File: src/rtl/endpoint_flit_tx.sv
// Endpoint flit injector: small flit FIFO, per-VC credit counters and a packet VC lock in front of the switch ingress.
// Defining ENDPOINT_TX_STATS_EN adds the flits_sent / stall_cycles counters.
package endpoint_flit_tx_pkg;
  localparam int VC_W   = 2;
  localparam int DATA_W = 32;
  typedef struct packed {
    logic [VC_W-1:0]   vc;
    logic [DATA_W-1:0] data;
  } flit_t;
endpackage

module endpoint_flit_tx_credit #(
  parameter int CREDITS = 4,
  parameter int CW      = 3
) (
  input  logic          clk,
  input  logic          n_rst,
  input  logic          inc_i,
  input  logic          dec_i,
  output logic [CW-1:0] count_o,
  output logic          ovf_o
);
  localparam logic [CW-1:0] MAX_C = CW'(CREDITS);
  logic [CW-1:0] cnt_q, cnt_d;

  always_comb begin
    cnt_d = cnt_q;
    ovf_o = 1'b0;
    if (inc_i && !dec_i) begin
      if (cnt_q == MAX_C) ovf_o = 1'b1;
      else                cnt_d = cnt_q + CW'(1);
    end else if (dec_i && !inc_i) begin
      cnt_d = cnt_q - CW'(1);
    end
  end

  always_ff @(posedge clk or negedge n_rst)
    if (!n_rst) cnt_q <= MAX_C;
    else        cnt_q <= cnt_d;

  assign count_o = cnt_q;
endmodule

module endpoint_flit_tx
  import endpoint_flit_tx_pkg::*;
#(
  parameter int NUM_VCS    = 2,
  parameter int CREDITS    = 4,
  parameter int FIFO_DEPTH = 4
) (
  input  logic                                 clk,
  input  logic                                 n_rst,
  input  flit_t                                flit_in,
  input  logic                                 flit_valid,
  input  logic                                 flit_last,
  output logic                                 flit_ready,
  output flit_t                                in,
  output logic                                 data_ready_in,
  output logic                                 packet_sent,
  input  logic [NUM_VCS-1:0]                   buffer_available,
  output logic [NUM_VCS*$clog2(CREDITS+1)-1:0] credit_count,
  output logic                                 credit_overflow,
  output logic                                 vc_error
`ifdef ENDPOINT_TX_STATS_EN
  ,
  output logic [31:0]                          flits_sent,
  output logic [31:0]                          stall_cycles
`endif
);
  localparam int CW = $clog2(CREDITS+1);
  localparam int AW = (FIFO_DEPTH > 1) ? $clog2(FIFO_DEPTH) : 1;
  localparam int VI = (NUM_VCS > 1) ? $clog2(NUM_VCS) : 1;
  localparam logic [AW:0] DEPTH_C = FIFO_DEPTH;

  typedef enum logic {IDLE, PKT} state_t;
  typedef struct packed {
    flit_t flit;
    logic  last;
  } entry_t;

  entry_t                      mem_q [FIFO_DEPTH];
  logic [AW-1:0]               wr_ptr_q, rd_ptr_q;
  logic [AW:0]                 cnt_q;
  logic                        full, empty, push, issue;
  entry_t                      head;
  logic [VI-1:0]               head_vc;
  flit_t                       out_flit;
  logic [NUM_VCS-1:0][CW-1:0]  credit;
  logic [NUM_VCS-1:0]          dec, ovf;

  state_t                      state_q;
  logic [VC_W-1:0]             locked_vc_q;
  flit_t                       in_q;
  logic                        dri_q, ps_q, ovf_q, vc_err_q;

  assign full       = (cnt_q == DEPTH_C);
  assign empty      = (cnt_q == '0);
  assign flit_ready = !full;
  assign push       = flit_valid && !full;
  assign head       = mem_q[rd_ptr_q];

  // Mid-packet the head is charged to the locked VC, whatever its own tag says.
  assign head_vc = (state_q == PKT) ? locked_vc_q[VI-1:0] : head.flit.vc[VI-1:0];
  assign issue   = !empty && (credit[head_vc] != '0);

  always_comb begin
    out_flit = head.flit;
    if (state_q == PKT) out_flit.vc = locked_vc_q;
  end

  always_ff @(posedge clk)
    if (push) mem_q[wr_ptr_q] <= {flit_in, flit_last};

  always_ff @(posedge clk or negedge n_rst) begin
    if (!n_rst) begin
      wr_ptr_q <= '0;
      rd_ptr_q <= '0;
      cnt_q    <= '0;
    end else begin
      if (push)  wr_ptr_q <= wr_ptr_q + AW'(1);
      if (issue) rd_ptr_q <= rd_ptr_q + AW'(1);
      case ({push, issue})
        2'b10:   cnt_q <= cnt_q + (AW+1)'(1);
        2'b01:   cnt_q <= cnt_q - (AW+1)'(1);
        default: cnt_q <= cnt_q;
      endcase
    end
  end

  for (genvar v = 0; v < NUM_VCS; v++) begin : g_vc
    assign dec[v] = issue && (head_vc == VI'(v));
    endpoint_flit_tx_credit #(.CREDITS(CREDITS), .CW(CW)) u_credit (
      .clk     (clk),
      .n_rst   (n_rst),
      .inc_i   (buffer_available[v]),
      .dec_i   (dec[v]),
      .count_o (credit[v]),
      .ovf_o   (ovf[v])
    );
  end

  always_ff @(posedge clk or negedge n_rst) begin
    if (!n_rst) begin
      state_q     <= IDLE;
      locked_vc_q <= '0;
      in_q        <= '0;
      dri_q       <= 1'b0;
      ps_q        <= 1'b0;
      ovf_q       <= 1'b0;
      vc_err_q    <= 1'b0;
    end else begin
      ovf_q <= ovf_q | (|ovf);
      dri_q <= issue;
      ps_q  <= issue && head.last;
      if (issue) begin
        in_q <= out_flit;
        case (state_q)
          IDLE: if (!head.last) begin
            locked_vc_q <= head.flit.vc;
            state_q     <= PKT;
          end
          PKT: begin
            if (head.flit.vc != locked_vc_q) vc_err_q <= 1'b1;
            if (head.last) state_q <= IDLE;
          end
          default: state_q <= IDLE;
        endcase
      end
    end
  end

  assign in              = in_q;
  assign data_ready_in   = dri_q;
  assign packet_sent     = ps_q;
  assign credit_count    = credit;
  assign credit_overflow = ovf_q;
  assign vc_error        = vc_err_q;

`ifdef ENDPOINT_TX_STATS_EN
  logic [31:0] sent_q, stall_q;

  always_ff @(posedge clk or negedge n_rst) begin
    if (!n_rst) begin
      sent_q  <= '0;
      stall_q <= '0;
    end else begin
      if (dri_q)            sent_q  <= sent_q + 32'd1;
      if (!empty && !issue) stall_q <= stall_q + 32'd1;
    end
  end

  assign flits_sent   = sent_q;
  assign stall_cycles = stall_q;
`endif
endmodule

File: config.mk
export PLATFORM = sky130hd
export DESIGN_NAME = endpoint_flit_tx
export DESIGN_NICKNAME = d
export VERILOG_FILES = /design/src/rtl/endpoint_flit_tx.sv
export SDC_FILE = /design/constraint.sdc
export NUM_CORES = 1
export LEC_CHECK = 0
export ABC_CLOCK_PERIOD_IN_PS = 3200
export BUFFER_PORTS_ARGS = -buffer_cell sky130_fd_sc_hd__buf_4
export CAP_MARGIN = 5
export CORE_MARGIN = 2
export CORE_UTILIZATION = 40
export DETAILED_ROUTE_END_ITERATION = 10
export PLACE_DENSITY_LB_ADDON = 0.15
export SLEW_MARGIN = 20
export SYNTH_ARGS = -nofsm -noshare
export SYNTH_HDL_FRONTEND = slang
export SYNTH_HIERARCHICAL = 1
export SYNTH_SLANG_ARGS = --single-unit
File: constraint.sdc
create_clock -name clk -period 3.2 [get_ports clk]
set_clock_uncertainty 0.15 [all_clocks]
set_input_delay 0.64 -clock clk [delete_from_list [all_inputs] [get_ports clk]]
set_output_delay 0.64 -clock clk [all_outputs]
set_load 0.02 [all_outputs]
==> results.sh, run 1 <==
export IMPL_status="complete, no violations"
export IMPL_relSlewSlack_pct=45.1
export IMPL_ctsRootBufferMaster="clkbuf_16"
export IMPL_setup_violations=0
export IMPL_cts_resized=0
export IMPL_cts_buffers=17
export IMPL_cts_buffer_depth=2
export IMPL_routed_wl_mm=14.3
export IMPL_dp_cells=702
export IMPL_min_period_ns=2.82
export IMPL_power_mw=9.95
export IMPL_synth_seq_cells=194
export IMPL_fin_util_pct=48.7
export IMPL_grt_pass1_wl_mm=22.5
export IMPL_cp_num_buf_inv=2
export IMPL_maxSlewViolCount=0
export IMPL_cts_tree="yes"
export IMPL_synth_cells=387
export IMPL_synth_area_leader_cell="edfxtp_1"
export IMPL_drive_above_1_share_pct=41.5
export IMPL_routed_via_density=5.11
export IMPL_clk_insertion_delay_late_ns=0.41
export IMPL_synth_avg_cell_area_um2=19.9
export IMPL_htree_levels=4
export IMPL_synthToLayoutAreaGrowth_pct=18.9
export IMPL_cp_slowest_stage_delay_ns=0.59
export IMPL_first_global_vias=3923
export IMPL_hold_ws_ns=0.176
export IMPL_firstDrtPassIters=4
export IMPL_hold_path_class="primary input to async pin"
export IMPL_clkTransAtPathRegs_ns=0.07
export IMPL_p_per_area_nw_per_um2=1090
export IMPL_worstPathCellList="mux2i_4, nand3_2, nand3_1, inv_1, inv_1, nand2_1, fa_1, nand3b_1, o22ai_1, a221oi_2"
export IMPL_crit_start="rd_ptr_q[1]$_DFFE_PN0P_"
export IMPL_postCtsSetupRepairBufs=0
export IMPL_final_cells=733
export IMPL_synth_top_flop_cell="edfxtp_1"
export IMPL_coreArea_um2=18800
export IMPL_crit_family="flip-flops"
export IMPL_regArea_um2=5560
export IMPL_start_kind="register"
export IMPL_worst_path_max_fanout=12
export IMPL_fin_setup_tns_ns=0
export IMPL_grt_max_degree=55
export IMPL_synth_edf_count=140
export IMPL_multi_input_area_um2=1940
export IMPL_report_final_hold_viol_count=0
export IMPL_synth_area_um2=7680
export IMPL_cpMaxStageDelayCell="dfrtp_2"
export IMPL_max_clock_freq_ghz=0.354
export IMPL_start_util_pct=40.9
export IMPL_grt_antenna_before_repair=0
export IMPL_timing_rr_start="rd_ptr_q[1]$_DFFE_PN0P_"
export IMPL_ys_types=42
export IMPL_cp_arrival_ns=3.00
export IMPL_synth_async_sr_flop_share_pct=27.8
export IMPL_dpl_instance_area_um2=8570
export IMPL_peakVddDrop_mv=0.575
export IMPL_drc=0
export IMPL_fin_ws_ns=0.377
export IMPL_overflow=0
export IMPL_yosysTopAreaCellShare_pct=54.7
export IMPL_synth_most_common_cell="edfxtp_1"
export IMPL_synth_area_leaders="edfxtp_1 55%, dfrtp_1 17%, mux4_2 10%"
export IMPL_worstMarginPinSlew_ns=0.824
export IMPL_synth_nets=435
export IMPL_drt_iter0_drc=188
export IMPL_critical_path_class="register to register"
export IMPL_grt_setup_unrepaired="false"
export IMPL_p_leak_nw=3.39
export IMPL_dr_total_vias=3748
export IMPL_fp_dieW_um=143
export IMPL_antenna_cells=0
export IMPL_port_buffers=84
export IMPL_clock_sinks=194
export IMPL_dp_hpwl_mm=8.75
export IMPL_die_y_um=143
export IMPL_setup_worst_path_end_class="register"
export IMPL_yosys_top_cells_count="140 x edfxtp_1, 52 x dfrtp_1, 34 x mux4_2"
export IMPL_dieArea_um2=20300
export IMPL_fp_row_count=50
export IMPL_hold_buffers=0
export IMPL_yosysSeqAreaShare_pct=72.3
export IMPL_crit_top_cell="inv_1"
export IMPL_worst_ep_required_time_ns=3.38
export IMPL_period_share_pct=88.2
export IMPL_place_congestion=0.710
export IMPL_ioPinCount=85
export IMPL_ys_warnings_count=6
export IMPL_drtAntennaViolNets=0
export IMPL_grt_util_all_layers_pct=15.1
export IMPL_nets=535
export IMPL_dp_slack_ns=0.392
export IMPL_fillCellCount=1627
export IMPL_cap_violations=0
export IMPL_final_cell_area_um2=9140
export IMPL_wl_per_cell_um=19.5
[final timing paths]
check	to	slack [ns]	cells past startpoint
min reg2reg	credit_overflow$_DFF_PN0_	0.33	1
min in group clk	mem_q[2][30]$_DFFE_PP_	0.27	1
max reg2reg	g_vc[1].u_credit/count_o[2]$_DFFE_PN1P_	0.38	10
max in group asynchronous	rd_ptr_q[1]$_DFFE_PN0P_	2.14	1
min	in[16]$_DFFE_PN0P_	0.18	1
max	g_vc[1].u_credit/count_o[2]$_DFFE_PN1P_	0.38	10
[where the power goes]
| part | internal, mW | switching (mW) | leakage [nW] |
|---|---|---|---|
| Clock | 1.16 | 0.864 | 0.268 |
| Sequential | 3.49 | 0.421 | 1.91 |
| Combinational | 2.02 | 1.99 | 1.22 |
[cells by family after synthesis]
| kind of cell | synth area share [%] |
|---|---|
| adder cells (fa/ha/maj) | 1.60 |
| AO/OA/AOI/OAI | 2.39 |
| XOR/XNOR | 1.14 |
| flip-flops | 72.3 |
| AND/OR/NAND/NOR | 3.31 |
| multiplexers | 16.8 |
| buffers and inverters | 2.44 |
[routing by layer]
layer  global-route usage [%]  share of wire [%]
met1                     20.0                 46
met2                     24.4                 50
met3                     3.97                3.8
met4                     5.32               0.79
met5                        0                  0
[sequential cells by signal (all words and copies together) (netlist names), 2 cells and up]
signal                 flops
cnt_q                      3
g_vc.u_credit/count_o      6
in                        34
locked_vc_q                2
mem_q                    140
rd_ptr_q                   2
wr_ptr_q                   2
[cells in the final DEF, fill, tap and decap left out, types with 5 or more instances in the layout]
master / instances
nand2_1: 9
mux2_4: 12
xnor2_1: 6
inv_1: 10
nor3_1: 9
mux4_2: 34
ha_1: 5
nor2_1: 11
a21oi_1: 5
buf_4: 96
o21ai_0: 7
mux2_2: 21
clkbuf_16: 17
edfxtp_1: 140
dfrtp_1: 50
[cell type report]
class                   instances  share of cell area [%]
clock inverters                10                    1.21
well taps                     234                    3.21
multi-input cells             167                    21.3
flip-flops and latches        194                    60.9
repair buffers                 97                    8.11
clock buffers                  21                    4.93
inverters                      10                   0.411
(Power assumes the default switching activity.)
==> run 2: changes to the inputs <==
--- a/config.mk
+++ b/config.mk
@@ -12,8 +12,8 @@
 export CORE_UTILIZATION = 40
 export DETAILED_ROUTE_END_ITERATION = 10
+export GPL_ROUTABILITY_DRIVEN = 1
 export PLACE_DENSITY_LB_ADDON = 0.15
 export SLEW_MARGIN = 20
 export SYNTH_ARGS = -nofsm -noshare
 export SYNTH_HDL_FRONTEND = slang
-export SYNTH_HIERARCHICAL = 1
 export SYNTH_SLANG_ARGS = --single-unit
--- a/constraint.sdc
+++ b/constraint.sdc
@@ -3,3 +3,3 @@
 set_input_delay 0.64 -clock clk [delete_from_list [all_inputs] [get_ports clk]]
 set_output_delay 0.64 -clock clk [all_outputs]
-set_load 0.02 [all_outputs]
+set_load 0.005 [all_outputs]
==> run 2 against run 1 <==
Compared with the run above: global-route usage is 0.28 points higher; wire length grew 0.72%; maximum frequency down 3.9%; die area up 0.15%; register-to-register slack worse by 0.12 ns; worst setup slack lost 0.12 ns; final cell count increased by 0.41%.
==> results.sh, run 2 <==
export IMPL_status="complete, no violations"
export IMPL_setup_worst_path_end_class="register"
export IMPL_cts_buffer_depth=2
export IMPL_r2r_end="cnt_q[2]$_DFFE_PN0P_"
export IMPL_cp_arrival_ns=3.13
export IMPL_yosys_top_cells_count="140 x edfxtp_1, 52 x dfrtp_1, 34 x mux4_2"
export IMPL_cap_violations=0
export IMPL_first_global_vias=4099
export IMPL_relSlewSlack_pct=45.8
export IMPL_min_period_ns=2.94
export IMPL_synth_xor_area_share_pct=1.37
export IMPL_p_leak_nw=3.48
export IMPL_drtAntennaViolNets=0
export IMPL_fp_dieW_um=143
export IMPL_ys_types=42
export IMPL_place_congestion=0.716
export IMPL_timing_rr_start="rd_ptr_q[0]$_DFFE_PN0N_"
export IMPL_clk_insertion_delay_late_ns=0.43
export IMPL_largest_register_ffs=140
export IMPL_overflow=0
export IMPL_grt_util_all_layers_pct=15.4
export IMPL_fillCellCount=1586
export IMPL_yosysTopAreaCellShare_pct=54.6
export IMPL_synth_top_flop_cell="edfxtp_1"
export IMPL_synth_simple_area_share_pct=2.50
export IMPL_ys_warnings_count=0
export IMPL_synth_seq_cells=194
export IMPL_synthAdderAreaFrac_pct=1.59
export IMPL_antenna_cells=0
export IMPL_synth_cells=389
export IMPL_wl_per_cell_um=19.5
export IMPL_reg2regPathDepth=10
export IMPL_period_share_pct=91.8
export IMPL_drt_iter0_drc=255
export IMPL_yosysSeqAreaShare_pct=72.2
export IMPL_fp_row_count=50
export IMPL_maxSlewViolCount=0
export IMPL_ctsRootBufferMaster="clkbuf_16"
export IMPL_synth_nets=437
export IMPL_htree_levels=4
export IMPL_coreArea_um2=18800
export IMPL_clock_sinks=194
export IMPL_grt_setup_unrepaired="false"
export IMPL_hold_buffers=0
export IMPL_drc=0
export IMPL_grt_antenna_before_repair=0
export IMPL_r2r_slack_ns=0.26
export IMPL_final_cell_mix="140 x edfxtp_1, 93 x buf_4, 50 x dfrtp_1, 34 x mux4_2, 24 x mux2_2"
export IMPL_max_clock_freq_ghz=0.340
export IMPL_drive_above_1_share_pct=42.4
export IMPL_synth_compound_area_share_pct=2.89
export IMPL_synth_edf_count=140
export IMPL_grt_max_degree=55
export IMPL_ioPinCount=85
export IMPL_port_buffers=84
export IMPL_cts_buffers=17
export IMPL_worstMarginPinSlew_ns=0.813
export IMPL_worst_ep_required_time_ns=3.39
export IMPL_dieArea_um2=20400
export IMPL_synth_top_family_by_area="multiplexers"
export IMPL_hold_path_class="primary input to async pin"
export IMPL_report_final_hold_viol_count=0
export IMPL_start_util_pct=41.0
export IMPL_routed_via_density=5.12
export IMPL_start_kind="register"
export IMPL_postCtsSetupRepairBufs=0
export IMPL_critical_path_class="register to register"
export IMPL_synthMuxAreaShare_pct=17.2
export IMPL_top_register="mem_q"
export IMPL_firstDrtPassIters=4
export IMPL_synth_area_um2=7690
export IMPL_die_y_um=143
export IMPL_fin_util_pct=49.3
export IMPL_peakVddDrop_mv=0.681
export IMPL_dr_total_vias=3768
export IMPL_fin_setup_tns_ns=0
export IMPL_p_per_area_nw_per_um2=1070
export IMPL_worst_path_max_fanout=6
export IMPL_grt_pass1_wl_mm=22.9
export IMPL_cts_resized=0
export IMPL_final_common_cell="edfxtp_1"
export IMPL_cts_tree="yes"
export IMPL_clkTransAtPathRegs_ns=0.07
export IMPL_power_mw=9.92
export IMPL_nets=537
export IMPL_setup_violations=0
export IMPL_synthToLayoutAreaGrowth_pct=20.2
export IMPL_synth_async_sr_flop_share_pct=27.8
export IMPL_dp_hpwl_mm=8.58
export IMPL_synth_most_common_cell="edfxtp_1"
export IMPL_synth_area_leader_cell="edfxtp_1"
export IMPL_synth_area_leaders="edfxtp_1 55%, dfrtp_1 17%, mux4_2 10%"
export IMPL_synth_avg_cell_area_um2=19.8
export IMPL_routed_wl_mm=14.4
==> run 2: per-stage QoR <==
stage	std cells	instance area (um^2)	hold slack (ns)	setup WS (ns)
CTS	736	9250	0.186	0.259
finish	736	9250	0.153	0.262
detailed placement	704	8630	0.307	0.292
floorplan	389	7690	0.194	0.114
global route	736	9250	0.221	0.127
global placement	704	8630	0.309	0.311
==> run 2: how the worst max path moves through the flow <==
stage / slack [ns] / end / startpoint / cells past startpoint
CTS: 0.26 / cnt_q[2]$_DFFE_PN0P_ / rd_ptr_q[0]$_DFFE_PN0N_ / 10
floorplan: 0.11 / cnt_q[2]$_DFFE_PN0P_ / rd_ptr_q[0]$_DFFE_PN0N_ / 13
global route: 0.13 / cnt_q[2]$_DFFE_PN0P_ / rd_ptr_q[0]$_DFFE_PN0N_ / 10
global placement: 0.31 / in[31]$_DFFE_PN0N_ / rd_ptr_q[0]$_DFFE_PN0N_ / 6
finish: 0.26 / cnt_q[2]$_DFFE_PN0P_ / rd_ptr_q[0]$_DFFE_PN0N_ / 10
detailed placement: 0.29 / cnt_q[2]$_DFFE_PN0P_ / rd_ptr_q[0]$_DFFE_PN0N_ / 10
==> run 2: cell families (layout without fill, tap and decap cells) <==
group / after synthesis / after routing
multiplexers: 78 / 78
adder cells (fa/ha/maj): 8 / 8
AND/OR/NAND/NOR: 38 / 38
buffers and inverters: 28 / 141
flip-flops: 194 / 194
AO/OA/AOI/OAI: 31 / 31
XOR/XNOR: 12 / 12
==> run 2: area by class of cell <==
class                           instances  area, um^2  share of cell area (%)
Clock buffer                           19         433                    4.68
Clock inverter                         13         186                    2.02
Inverter                               13        48.8                   0.528
Multi-Input combinational cell        167        1970                    21.3
Sequential cell                       194        5560                    60.1
Tap cell                              234         293                    3.17
Timing Repair Buffer                   96         758                    8.20
==> run 2: worst max-delay path, cell delays in order, from the launching register on <==
cell      delay (ns)
dfrtp_2         0.43
mux2_4          0.30
or3_1           0.42
a221oi_4        0.33
or2_4           0.16
ha_1            0.18
inv_1           0.06
fa_1            0.37
xor2_1          0.15
nor2_1          0.11
xor2_1          0.18
==> run 2: layer usage <==
metal  GRT usage (%)  up-vias  wire length [um]
met5               0        -                 0
met1            19.9     1955              6470
li1                -     1718                 -
met2            25.4       80              7100
met3            3.82       15               568
met4            5.78        0               221
==> run 2: where the power goes <==
part	total [mW]	switching [mW]	internal [mW]
clock network	2.22	0.911	1.31
logic	3.84	1.72	2.12
registers	3.86	0.364	3.50
total	9.92	3.00	6.93
==> run 3: changes to the inputs <==
- BUFFER_PORTS_ARGS: -buffer_cell sky130_fd_sc_hd__buf_4 -> -buffer_cell sky130_fd_sc_hd__buf_2
==> run 3 against run 2 <==
Compared with the run above: total power down 2.6%; non-clock buffer count rose by 1; clock power fell by 3%; die area did not move; highest routed layer is now met5; worst hold slack improved by 0.034 ns; final cell count rose by 0.14%; sequential cell count stayed put; critical path type unchanged; register-to-register slack improved by 0.03 ns.
==> results.sh, run 3 (synthesis results as in run 2) <==
export IMPL_ctsRootBufferMaster="clkbuf_16"
export IMPL_peakVddDrop_mv=0.663
export IMPL_start_kind="register"
export IMPL_worstPathCellList="mux2_4, or3_1, a221oi_4, or2_4, buf_4, mux2_2"
export IMPL_antenna_cells=0
export IMPL_multi_input_area_um2=1970
export IMPL_firstDrtPassIters=4
export IMPL_cts_resized=0
export IMPL_cts_buffer_depth=2
export IMPL_ioPinCount=85
export IMPL_fillCellCount=1576
export IMPL_hold_path_class="primary input to async pin"
export IMPL_nets=538
export IMPL_grt_antenna_before_repair=3
export IMPL_period_share_pct=90.8
export IMPL_grt_max_degree=39
export IMPL_place_congestion=0.718
export IMPL_die_y_um=143
export IMPL_critical_path_cell_count=6
export IMPL_critical_path_class="register to register"
export IMPL_routed_via_density=5.11
export IMPL_dieArea_um2=20400
export IMPL_routed_wl_mm=14.2
export IMPL_relSlewSlack_pct=41.6
export IMPL_crit_family="multiplexers"
export IMPL_cts_buffers=17
export IMPL_fp_dieW_um=143
export IMPL_dp_hpwl_mm=8.69
export IMPL_drt_iter0_drc=239
export IMPL_largest_register_ffs=140
export IMPL_wl_per_cell_um=19.3
export IMPL_use_met2_pct=25.2
export IMPL_dr_total_vias=3765
export IMPL_fin_util_pct=48.2
export IMPL_start_util_pct=41.0
export IMPL_grt_util_met1_pct=19.5
export IMPL_cp_num_buf_inv=1
export IMPL_grt_pass1_wl_mm=22.6
export IMPL_worstMarginPinSlew_ns=0.876
export IMPL_grt_setup_unrepaired="false"
export IMPL_min_period_ns=2.91
export IMPL_drc=0
export IMPL_clk_insertion_delay_late_ns=0.42
export IMPL_drive_above_1_share_pct=42.7
export IMPL_worst_path_max_fanout=38
export IMPL_cap_violations=0
export IMPL_cp_arrival_ns=3.06
export IMPL_clkTransAtPathRegs_ns=0.07
export IMPL_htree_levels=4
export IMPL_final_cell_area_um2=9050
export IMPL_fp_row_count=50
export IMPL_reg2regPathDepth=6
export IMPL_dp_cells=705
export IMPL_postCtsSetupRepairBufs=0
export IMPL_overflow=0
export IMPL_dpl_instance_area_um2=8440
export IMPL_p_per_area_nw_per_um2=1070
export IMPL_clock_sinks=194
export IMPL_setup_worst_path_end_class="register"
export IMPL_cp_slowest_stage_delay_ns=0.55
export IMPL_grt_busiest_layer="met2"
export IMPL_max_clock_freq_ghz=0.344
export IMPL_coreArea_um2=18800
export IMPL_fin_setup_tns_ns=0
export IMPL_cpMaxStageDelayCell="buf_4"
export IMPL_grt_util_all_layers_pct=15.1
export IMPL_status="complete, no violations"
export IMPL_top_register="mem_q"
export IMPL_first_global_vias=4071
export IMPL_final_cells=737
export IMPL_cts_tree="yes"
export IMPL_p_leak_nw=3.41
export IMPL_hold_buffers=0
export IMPL_port_buffers=84
export IMPL_drtAntennaViolNets=0
export IMPL_worst_ep_required_time_ns=3.35
export IMPL_setup_violations=0
export IMPL_synthToLayoutAreaGrowth_pct=17.6
export IMPL_regArea_um2=5560
export IMPL_final_common_cell="edfxtp_1"
export IMPL_report_final_hold_viol_count=0
export IMPL_power_mw=9.67
export IMPL_grtUsageMet3_pct=4.80
export IMPL_final_cell_mix="140 x edfxtp_1, 84 x buf_2, 50 x dfrtp_1, 34 x mux4_2, 24 x mux2_2"
export IMPL_maxSlewViolCount=0
-- run 3: final timing paths --
path | endpoint | from | slack (ns)
hold / removal | rd_ptr_q[1]$_DFFE_PN0N_ | n_rst | 0.19
min in group clk | mem_q[0][32]$_DFFE_PP_ | flit_in[31] | 0.28
max in group asynchronous | g_vc[1].u_credit.count_o[2]$_DFFE_PN1P_ | n_rst | 1.96
setup / recovery | in[12]$_DFFE_PN0N_ | rd_ptr_q[0]$_DFFE_PN0N_ | 0.29
setup reg to reg | in[12]$_DFFE_PN0N_ | rd_ptr_q[0]$_DFFE_PN0N_ | 0.29
hold reg to reg | vc_error$_DFFE_PN0P_ | vc_error$_DFFE_PN0P_ | 0.31
-- run 3: final cells by class --
class                      count  share of cell area (%)
clock buffer                  18                    4.85
clock inverter                14                    1.89
inverter                      13                   0.539
multi-input combinational    167                    21.8
sequential                   194                    61.4
tap                          234                    3.24
timing repair buffer          97                    6.28
-- run 3: layer usage --
metal	wire length [um]	vias up
met5	21	-
met4	99	4
met3	607	10
met2	7170	67
met1	6300	1960
li1	-	1724
-- run 3: metrics by stage --
| stage | setup slack [ns] | hold slack, ns |
|---|---|---|
| 2_1_floorplan | 0.114 | 0.194 |
| 3_3_place_gp | 0.316 | 0.304 |
| 3_5_place_dp | 0.277 | 0.303 |
| 4_1_cts | 0.249 | 0.217 |
| 5_1_grt | 0.139 | 0.247 |
| 6_report | 0.293 | 0.186 |
-- run 3: worst reg2reg max path, delay by kind of cell, from the launching register on --
| kind | cells | cell delay, ns |
|---|---|---|
| buf+inv | 1 | 0.55 |
| mux | 2 | 0.73 |
| flops | 1 | 0.44 |
| compound gates | 1 | 0.33 |
| simple gates | 2 | 0.60 |
-- run 3: power breakdown --
group	internal, mW	switching [mW]
registers	3.50	0.357
clock network	1.20	0.949
logic	1.97	1.70
